[src/rtl/mul_stage_pkg.sv]
// Shared definitions for the multiplier issue/capture stage: data width,
// FSM state encoding and settle-counter sizing.
package mul_stage_pkg;

  localparam int MUL_W = 32;

  typedef enum logic [1:0] {
    IDLE   = 2'd0,
    SETTLE = 2'd1,
    HOLD   = 2'd2
  } mul_state_e;

  function automatic int cnt_width(input int settle_cycles);
    return $clog2(settle_cycles + 1);
  endfunction

endpackage

[src/rtl/mul_op_fifo.sv]
// Synchronous DEPTH x W operand FIFO; pointers carry an extra wrap bit so
// full and empty are distinguished without a separate occupancy counter.
module mul_op_fifo #(
  parameter int DEPTH = 2,
  parameter int W     = 64
) (
  input  logic         clk,
  input  logic         rst,
  input  logic         push,
  input  logic         pop,
  input  logic [W-1:0] wdata,
  output logic [W-1:0] rdata,
  output logic         full,
  output logic         empty
);

  localparam int AW = $clog2(DEPTH);

  logic [AW:0]  wptr;
  logic [AW:0]  rptr;
  logic [W-1:0] mem [DEPTH];

  always_ff @(posedge clk) begin
    if (rst) begin
      wptr <= '0;
      rptr <= '0;
    end else begin
      if (push && !full) wptr <= wptr + 1'b1;
      if (pop && !empty) rptr <= rptr + 1'b1;
    end
  end

  // Storage needs no reset; the pointers alone define what is valid.
  always_ff @(posedge clk) begin
    if (push && !full) mem[wptr[AW-1:0]] <= wdata;
  end

  assign empty = (wptr == rptr);
  assign full  = (wptr[AW] != rptr[AW]) && (wptr[AW-1:0] == rptr[AW-1:0]);
  assign rdata = mem[rptr[AW-1:0]];

endmodule

[src/rtl/mul_issue_stage.sv]
// Registered issue/capture stage around the combinational b_mul multiplier.
// Optional feature: define MUL_ZERO_BYPASS_EN to skip the settle window for zero operands.
//
// state  | meaning
// IDLE   | no operation in flight, waiting for a FIFO entry
// SETTLE | operands and mul_en held stable while b_mul settles
// HOLD   | captured product presented, waiting for out_ready
module mul_issue_stage
  import mul_stage_pkg::*;
#(
  parameter int SETTLE_CYCLES = 2,
  parameter int DEPTH         = 2
) (
  input  logic             clk,
  input  logic             rst,
  input  logic             in_valid,
  output logic             in_ready,
  input  logic [MUL_W-1:0] in_a,
  input  logic [MUL_W-1:0] in_b,
  output logic [MUL_W-1:0] mul_a,
  output logic [MUL_W-1:0] mul_b,
  output logic             mul_en,
  input  logic [MUL_W-1:0] mul_result,
  output logic             out_valid,
  input  logic             out_ready,
  output logic [MUL_W-1:0] out_result,
  output logic             busy
);

  localparam int CW = cnt_width(SETTLE_CYCLES);

  mul_state_e          state;
  logic [CW-1:0]       cnt;
  logic                fifo_full;
  logic                fifo_empty;
  logic                push;
  logic                launch;
  logic                zero_op;
  logic [2*MUL_W-1:0]  head;
  logic [MUL_W-1:0]    head_a;
  logic [MUL_W-1:0]    head_b;

  assign in_ready = !fifo_full;
  assign push     = in_valid && !fifo_full;
  assign head_a   = head[2*MUL_W-1:MUL_W];
  assign head_b   = head[MUL_W-1:0];
  assign launch   = !fifo_empty && ((state == IDLE) || ((state == HOLD) && out_ready));
  assign busy     = !fifo_empty || (state != IDLE);

`ifdef MUL_ZERO_BYPASS_EN
  assign zero_op = (head_a == '0) || (head_b == '0);
`else
  assign zero_op = 1'b0;
`endif

  mul_op_fifo #(
    .DEPTH (DEPTH),
    .W     (2*MUL_W)
  ) u_fifo (
    .clk   (clk),
    .rst   (rst),
    .push  (push),
    .pop   (launch),
    .wdata ({in_a, in_b}),
    .rdata (head),
    .full  (fifo_full),
    .empty (fifo_empty)
  );

  always_ff @(posedge clk) begin
    if (rst) begin
      state      <= IDLE;
      cnt        <= '0;
      mul_a      <= '0;
      mul_b      <= '0;
      mul_en     <= 1'b0;
      out_valid  <= 1'b0;
      out_result <= '0;
    end else begin
      case (state)
        SETTLE: begin
          if (cnt == CW'(1)) begin
            out_result <= mul_result;
            out_valid  <= 1'b1;
            mul_en     <= 1'b0;
            state      <= HOLD;
          end else begin
            cnt <= cnt - 1'b1;
          end
        end
        HOLD: begin
          if (out_ready) begin
            out_valid <= 1'b0;
            state     <= IDLE;
          end
        end
        default: state <= IDLE;
      endcase

      // A pop overrides the HOLD->IDLE exit above so pairs issue back-to-back.
      if (launch) begin
        if (zero_op) begin
          out_result <= '0;
          out_valid  <= 1'b1;
          state      <= HOLD;
        end else begin
          mul_a  <= head_a;
          mul_b  <= head_b;
          mul_en <= 1'b1;
          cnt    <= CW'(SETTLE_CYCLES);
          state  <= SETTLE;
        end
      end
    end
  end

endmodule

[config.mk]
export PLATFORM = sky130hd
export DESIGN_NAME = mul_issue_stage
export DESIGN_NICKNAME = d
export VERILOG_FILES = /design/src/rtl/mul_stage_pkg.sv /design/src/rtl/mul_op_fifo.sv /design/src/rtl/mul_issue_stage.sv
export SDC_FILE = /design/constraint.sdc
export NUM_CORES = 1
export LEC_CHECK = 0
export BUFFER_PORTS_ARGS = -buffer_cell sky130_fd_sc_hd__buf_2
export CAP_MARGIN = 10
export CORE_ASPECT_RATIO = 1.2
export CORE_MARGIN = 2
export CORE_UTILIZATION = 40
export CTS_CLUSTER_DIAMETER = 60
export DETAILED_ROUTE_END_ITERATION = 10
export SLEW_MARGIN = 10
export SYNTH_ARGS = -nofsm -noshare
export SYNTH_HDL_FRONTEND = slang
export SYNTH_SLANG_ARGS = --single-unit
[constraint.sdc]
create_clock -name clk -period 7.3 [get_ports clk]
set_input_delay 0.73 -clock clk [delete_from_list [all_inputs] [get_ports clk]]
set_output_delay 0.73 -clock clk [all_outputs]
set_load 0.01 [all_outputs]
==> out/results.ini, run 1 <==
[synthesis]
synth_top_area_cell=edfxtp_1
syn-cell-area_um2=9010
yosysMostFrequentCell=edfxtp_1
synthTopCellsByCount=edfxtp_1 (128), dfxtp_1 (106), nor2_1 (71), nand2_1 (69), nor2b_1 (68)
yosysTopAreaCellShare=0.427
synthCells=676
syn_nets=777
synth_seq_cells=234
ys_async_sr_fraction=0
yosys-top-cells-area=edfxtp_1 (43%), dfxtp_1 (24%), mux2i_1 (7.2%)
synth-edff-count=128
yosys_warnings=0
yosysSeqAreaShare=0.662
avgSynthCellArea_um2=13.3
ys_types=29
ys.flop_type=edfxtp_1

[route]
drt_first_pass_iters=4
drc=0
routedWlPerCell_um=14.8
antenna_left=0
drt_iter0_drc=174
wirelength_um=17200
route.vias.total=5358
viasPerCell=4.61

[setup_path]
r2r_start=u_fifo.rptr[0]$_SDFFE_PP0P_
worstRegToRegCells=4
path_max_fanout=50
path_buf_inv=1
r2r_end=mul_b[19]$_SDFFE_PP0P_
reg2reg_setup_slack_ps=4650
path_delay_family=buffers and inverters
start_kind=register
path_class=register to register
worst_path_largest_cell_delay_ps=720
cp_cell_sequence=xnor2_1, a211o_4, buf_4, mux2_2
crit_arrival_ps=3040
crit_required_ps=7700
cp-end-kind=register
cp_slowest_cell=buf_4

[sta]
hold_ws_ps=405
tns_ps=0
fin_ws_ps=4650
hold_viol=0
post-route-min-period_ps=2650
slew_headroom=0.249
fin_skew_ps=12.1
worst-slew-pin-transition_ps=1130
fin_crit_sh=0.362
grt_setup_unrepaired=no
max_freq_mhz=378
slew_violations=0
setup_viol=0

[power]
p_clk_frac=0.308
switching_power_w=0.00126
leakagePower_nw=4.59
swShare=0.281
comb_power_share=0.273
pwr-share-seq=0.419
vdd_ir_drop_max_uv=216
powerDensity_nw_per_um2=401
intPower_w=0.00321

[clock_network]
clk_latency_ps=510
clock-root-buffer=clkbuf_16
cts_tree=done
post_cts_buffers=0
cts_hold_buffers=0
clock_sinks=234
cts_made_buffers=25
cts.clk_slew.worst_paths_ps=60
htree_num_levels=1
cts-root-to-sink-buffers=3
cts_resized=0

[global_routing]
antenna_found_initial=0
grt_use_total=0.142
grt_pass1_wl_um=27000
grt_max_degree=96
grt_overflow_total=0
grt_pass1_vias=5125

[floorplan]
die_w_um=141
core_area_um2=22300
ios=200
rows=60
initial_utilization=0.404
die_h_um=168
dieArea_um2=23700

[placement]
pre_cts_ws_ps=4440
place_congestion=0.704
dp_hpwl_um=10500
portBuffers=199

[final_layout]
areaGrowthSynthToFinish_pct=23.6
drive_gt1_frac=0.359
antennaDiodeCount=0
fin_nets=967
fin_util=0.500

[status]
status=complete, no violations

[hold_path]
min-delay-start=in_b[7]
hold_path_class=input pin to register
holdPathEnd=u_fifo.mem[0][7]$_DFFE_PP_
hold_depth=1

[run]
maxCapViolCount=0

-- cell type report --
type	count	area, um^2
fillers	1986	11200
repair buffers	205	1040
inverters	4	15.0
flip-flops and latches	234	5970
clock inverters	11	188
well taps	279	349
multi-input cells	396	2850
clock buffers	34	727
-- worst reg2reg max path, stage by stage, from the launching register on --
cell	delay, ps
dfxtp_4	680
xnor2_1	290
a211o_4	400
buf_4	740
mux2_2	440
-- layout by cell type, fill, tap and decap left out, drive strengths merged, types with 34 or more instances in the layout --
master | synthesis | layout
dfxtp | 106 | 106
mux2 | 68 | 68
nand2 | 69 | 69
mux2i | 65 | 65
a21oi | 38 | 38
nor2b | 68 | 68
nor2 | 71 | 71
clkbuf | 24 | 34
buf | 18 | 205
edfxtp | 128 | 128
-- flip-flops by register name, indices dropped and copies added, names as in the netlist --
register and cells:
u_fifo.wptr 2, out_result 32, cnt 2, state 2, mul_a 32, mul_en 1, u_fifo.mem 128, mul_b 32
u_fifo.rptr 2, out_valid 1
-- worst max-delay path by stage --
stage                     slack, ps                         from                           to  cells past startpoint
after floorplan                2710                     in_valid  u_fifo.wptr[1]$_SDFFE_PP0P_                      3
after global placement         4510                          rst       mul_a[27]$_SDFFE_PP0P_                      4
after detailed placement       4440                          rst       mul_a[30]$_SDFFE_PP0P_                      4
after CTS                      4580  u_fifo.rptr[0]$_SDFFE_PP0P_       mul_b[19]$_SDFFE_PP0P_                      4
after global routing           4510  u_fifo.rptr[0]$_SDFFE_PP0P_       mul_b[15]$_SDFFE_PP0P_                      4
final                          4650  u_fifo.rptr[0]$_SDFFE_PP0P_       mul_b[19]$_SDFFE_PP0P_                      4
-- cell families after synthesis --
family,count (synthesis),synth area share
adders and majority gates,1,0.00139
AOI/OAI and AO/OA,43,0.0253
muxes,133,0.173
xor gates and xnor gates,4,0.00389
buffers and inverters,46,0.0242
DFF,234,0.662
and+or+nand+nor,215,0.111
-- per-stage QoR --
stage | cells | total power [W] | area (um^2)
3_3_place_gp | 1118 | 0.00313 | 10200
5_1_grt | 1163 | 0.00471 | 11100
2_1_floorplan | 676 | 0.00277 | 9010
4_1_cts | 1163 | 0.00455 | 11100
6_report | 1163 | 0.00446 | 11100
3_5_place_dp | 1118 | 0.00315 | 10200
-- per-layer routing --
layer | GRT usage | wire (um) | vias to the layer above
met4 | 0.0470 | 442 | 0
met2 | 0.243 | 8310 | 146
met1 | 0.177 | 7390 | 2465
met5 | 0 | 0 | -
met3 | 0.0358 | 1050 | 34
li1 | - | - | 2713
-- power groups by stage --
stage               logic, W  registers, W  clock network [W]
floorplan           0.000824       0.00194                  0
global placement     0.00123       0.00190                  0
detailed placement   0.00125       0.00190                  0
CTS                  0.00125       0.00187            0.00142
global route         0.00132       0.00191            0.00147
finish               0.00122       0.00187            0.00138
Power figures use the tool's default switching activity.
==> run 2, diff against run 1 <==
--- a/config.mk
+++ b/config.mk
@@ -5,6 +5,7 @@
 export SDC_FILE = /design/constraint.sdc
 export NUM_CORES = 1
 export LEC_CHECK = 0
+export ABC_AREA = 1
 export BUFFER_PORTS_ARGS = -buffer_cell sky130_fd_sc_hd__buf_2
 export CAP_MARGIN = 10
 export CORE_ASPECT_RATIO = 1.2
==> constraint.sdc (replaced) <==
create_clock -name clk -period 2.7 [get_ports clk]
set_input_delay 0.27 -clock clk [delete_from_list [all_inputs] [get_ports clk]]
set_output_delay 0.27 -clock clk [all_outputs]
set_load 0.01 [all_outputs]
==> out/results.ini, run 2 <==
[setup_path]
crit_required_ps=2430
r2r_start=u_fifo.rptr[0]$_SDFFE_PP0P_
r2r_end=u_fifo.mem[1][58]$_DFFE_PP_
reg2reg_setup_slack_ps=750
start_kind=register
path_max_fanout=21
crit_arrival_ps=1970
cp-end-kind=output pin
path_class=register to output pin
worstRegToRegCells=7

[global_routing]
grt_overflow_total=0
grt_max_degree=66
grt_use_total=0.172
grt_pass1_vias=6448
grt_pass1_wl_um=33100
antenna_found_initial=0

[sta]
fin_ws_ps=464
slew_headroom=0.531
worst-slew-pin-transition_ps=703
slew_violations=0
hold_viol=0
post-route-min-period_ps=2240
setup_viol=0
max_freq_mhz=447
fin_crit_sh=0.828
tns_ps=0
grt_setup_unrepaired=no
fin_skew_ps=11.8

[synthesis]
ys_types=21
synth-simple-area-share=0.167
synth_top_family_by_area=simple AND/OR/NAND/NOR gates
muxShareOfSynthArea=0
yosys_warnings=0
yosysTopAreaCellShare=0.437
syn_nets=936
ys.flop_type=edfxtp_1
avgSynthCellArea_um2=10.5
synth_compound_gate_area_share=0.115
syn-cell-area_um2=8800
synth_seq_cells=234
synthTopCellsByCount=nand2_1 (183), edfxtp_1 (128), dfxtp_1 (106), a21oi_1 (104), nand3_1 (101)
synthCells=835
ys_async_sr_fraction=0
synth_xor_xnor_area_share=0.00298
yosys-top-cells-area=edfxtp_1 (44%), dfxtp_1 (24%), nand2_1 (7.8%)
synth-edff-count=128
synth_fa_ha_area_frac=0.00142
synth_top_area_cell=edfxtp_1
yosysSeqAreaShare=0.678
yosysMostFrequentCell=nand2_1

[status]
status=complete, no violations

[final_layout]
final_common_cell=buf_2
final_cell_mix=buf_2 (199), nand2_1 (183), edfxtp_1 (128), dfxtp_1 (105), a21oi_1 (104)
fin_util=0.530
largest_reg_flops=128
drive_gt1_frac=0.232
areaGrowthSynthToFinish_pct=30.1
fin_nets=1177
final_cells=1369

[clock_network]
htree_num_levels=1
cts_made_buffers=24
clk_latency_ps=500
cts_resized=0
post_cts_buffers=0
clock-root-buffer=clkbuf_16
cts_tree=done
cts.clk_slew.worst_paths_ps=60
clock_sinks=234
cts-root-to-sink-buffers=3

[placement]
place_congestion=0.743
dp_hpwl_um=12000
dp_cells=1260
portBuffers=199
pre_cts_ws_ps=765

[hold_path]
min-delay-start=mul_result[16]
holdPathEnd=out_result[16]$_SDFFE_PP0P_
hold_path_class=input pin to register
hold_depth=3

[route]
wirelength_um=20400
drt_first_pass_iters=5
route.vias.total=6705
drc=0
drt_iter0_drc=323
antenna_left=0
routedWlPerCell_um=14.9
viasPerCell=4.90

[power]
vdd_ir_drop_max_uv=716
powerDensity_nw_per_um2=1050
leakagePower_nw=4.71

[run]
maxCapViolCount=0

[floorplan]
ios=200
die_w_um=139
die_h_um=167
core_area_um2=21600
rows=59
dieArea_um2=23200
initial_utilization=0.407

-- run 2: how the worst max path moves through the flow --
stage                                           start                          end  slack [ps]  cells past startpoint
after CTS                 u_fifo.rptr[0]$_SDFFE_PP0P_                         busy         410                      5
after floorplan           u_fifo.wptr[0]$_SDFFE_PP0P_   u_fifo.mem[1][0]$_DFFE_PP_        -270                      6
after global routing      u_fifo.rptr[0]$_SDFFE_PP0P_                         busy         320                      5
after global placement    u_fifo.rptr[0]$_SDFFE_PP0P_  u_fifo.mem[0][18]$_DFFE_PP_         780                      7
final                     u_fifo.rptr[0]$_SDFFE_PP0P_                         busy         460                      5
after detailed placement  u_fifo.rptr[0]$_SDFFE_PP0P_  u_fifo.mem[1][46]$_DFFE_PP_         760                      7
-- run 2: stage by stage --
stage	area (um^2)	hold WS, ps	total power (W)
3_5_place_dp	10100	450	0.00896
2_1_floorplan	8810	369	0.00774
4_1_cts	11500	5.79	0.0122
6_report	11500	34.9	0.0121
5_1_grt	11500	17.7	0.0129
3_3_place_gp	10100	445	0.00892
-- run 2: area by class of cell --
cell class / count / area (um^2)
diodes: 1 / 2.50
repair buffers: 278 / 1810
clock inverters: 10 / 72.6
flip-flops and latches: 234 / 5970
fillers: 1984 / 10200
multi-input cells: 529 / 2550
inverters: 9 / 33.8
well taps: 274 / 343
clock buffers: 34 / 679
-- run 2: layer usage --
metal / GRT usage / part of all wire / vias up
li1: - / - / 3363
met1: 0.225 / 0.43 / 3108
met2: 0.296 / 0.48 / 213
met3: 0.0293 / 0.068 / 21
met4: 0.0435 / 0.014 / 0
met5: 0 / 0 / -
-- run 2: power by group --
part | leakage (nW) | internal, W | switching, W
clock network | 0.369 | 0.00184 | 0.00131
registers | 2.07 | 0.00449 | 0.000312
logic | 2.27 | 0.00147 | 0.00262
-- run 2: worst max-delay path, cell delays in order (launching register included) --
cell and delay, ps:
dfxtp_2 550, nand2_1 90, nand2_1 140, nand2_4 190
or3_1 350, buf_2 150
-- run 2: logic make-up after synthesis --
group                      after synthesis
xor gates and xnor gates                 3
buffers and inverters                   72
AOI/OAI and AO/OA                      170
and+or+nand+nor                        355
adders and majority gates                1
DFF                                    234
-- run 2: repair_timing --
action | 4_1_cts | 5_1_grt
endpoints found under the hold margin | 128 | 0
hold buffers | 64 | 0
setup endpoints to repair | 0 | 0
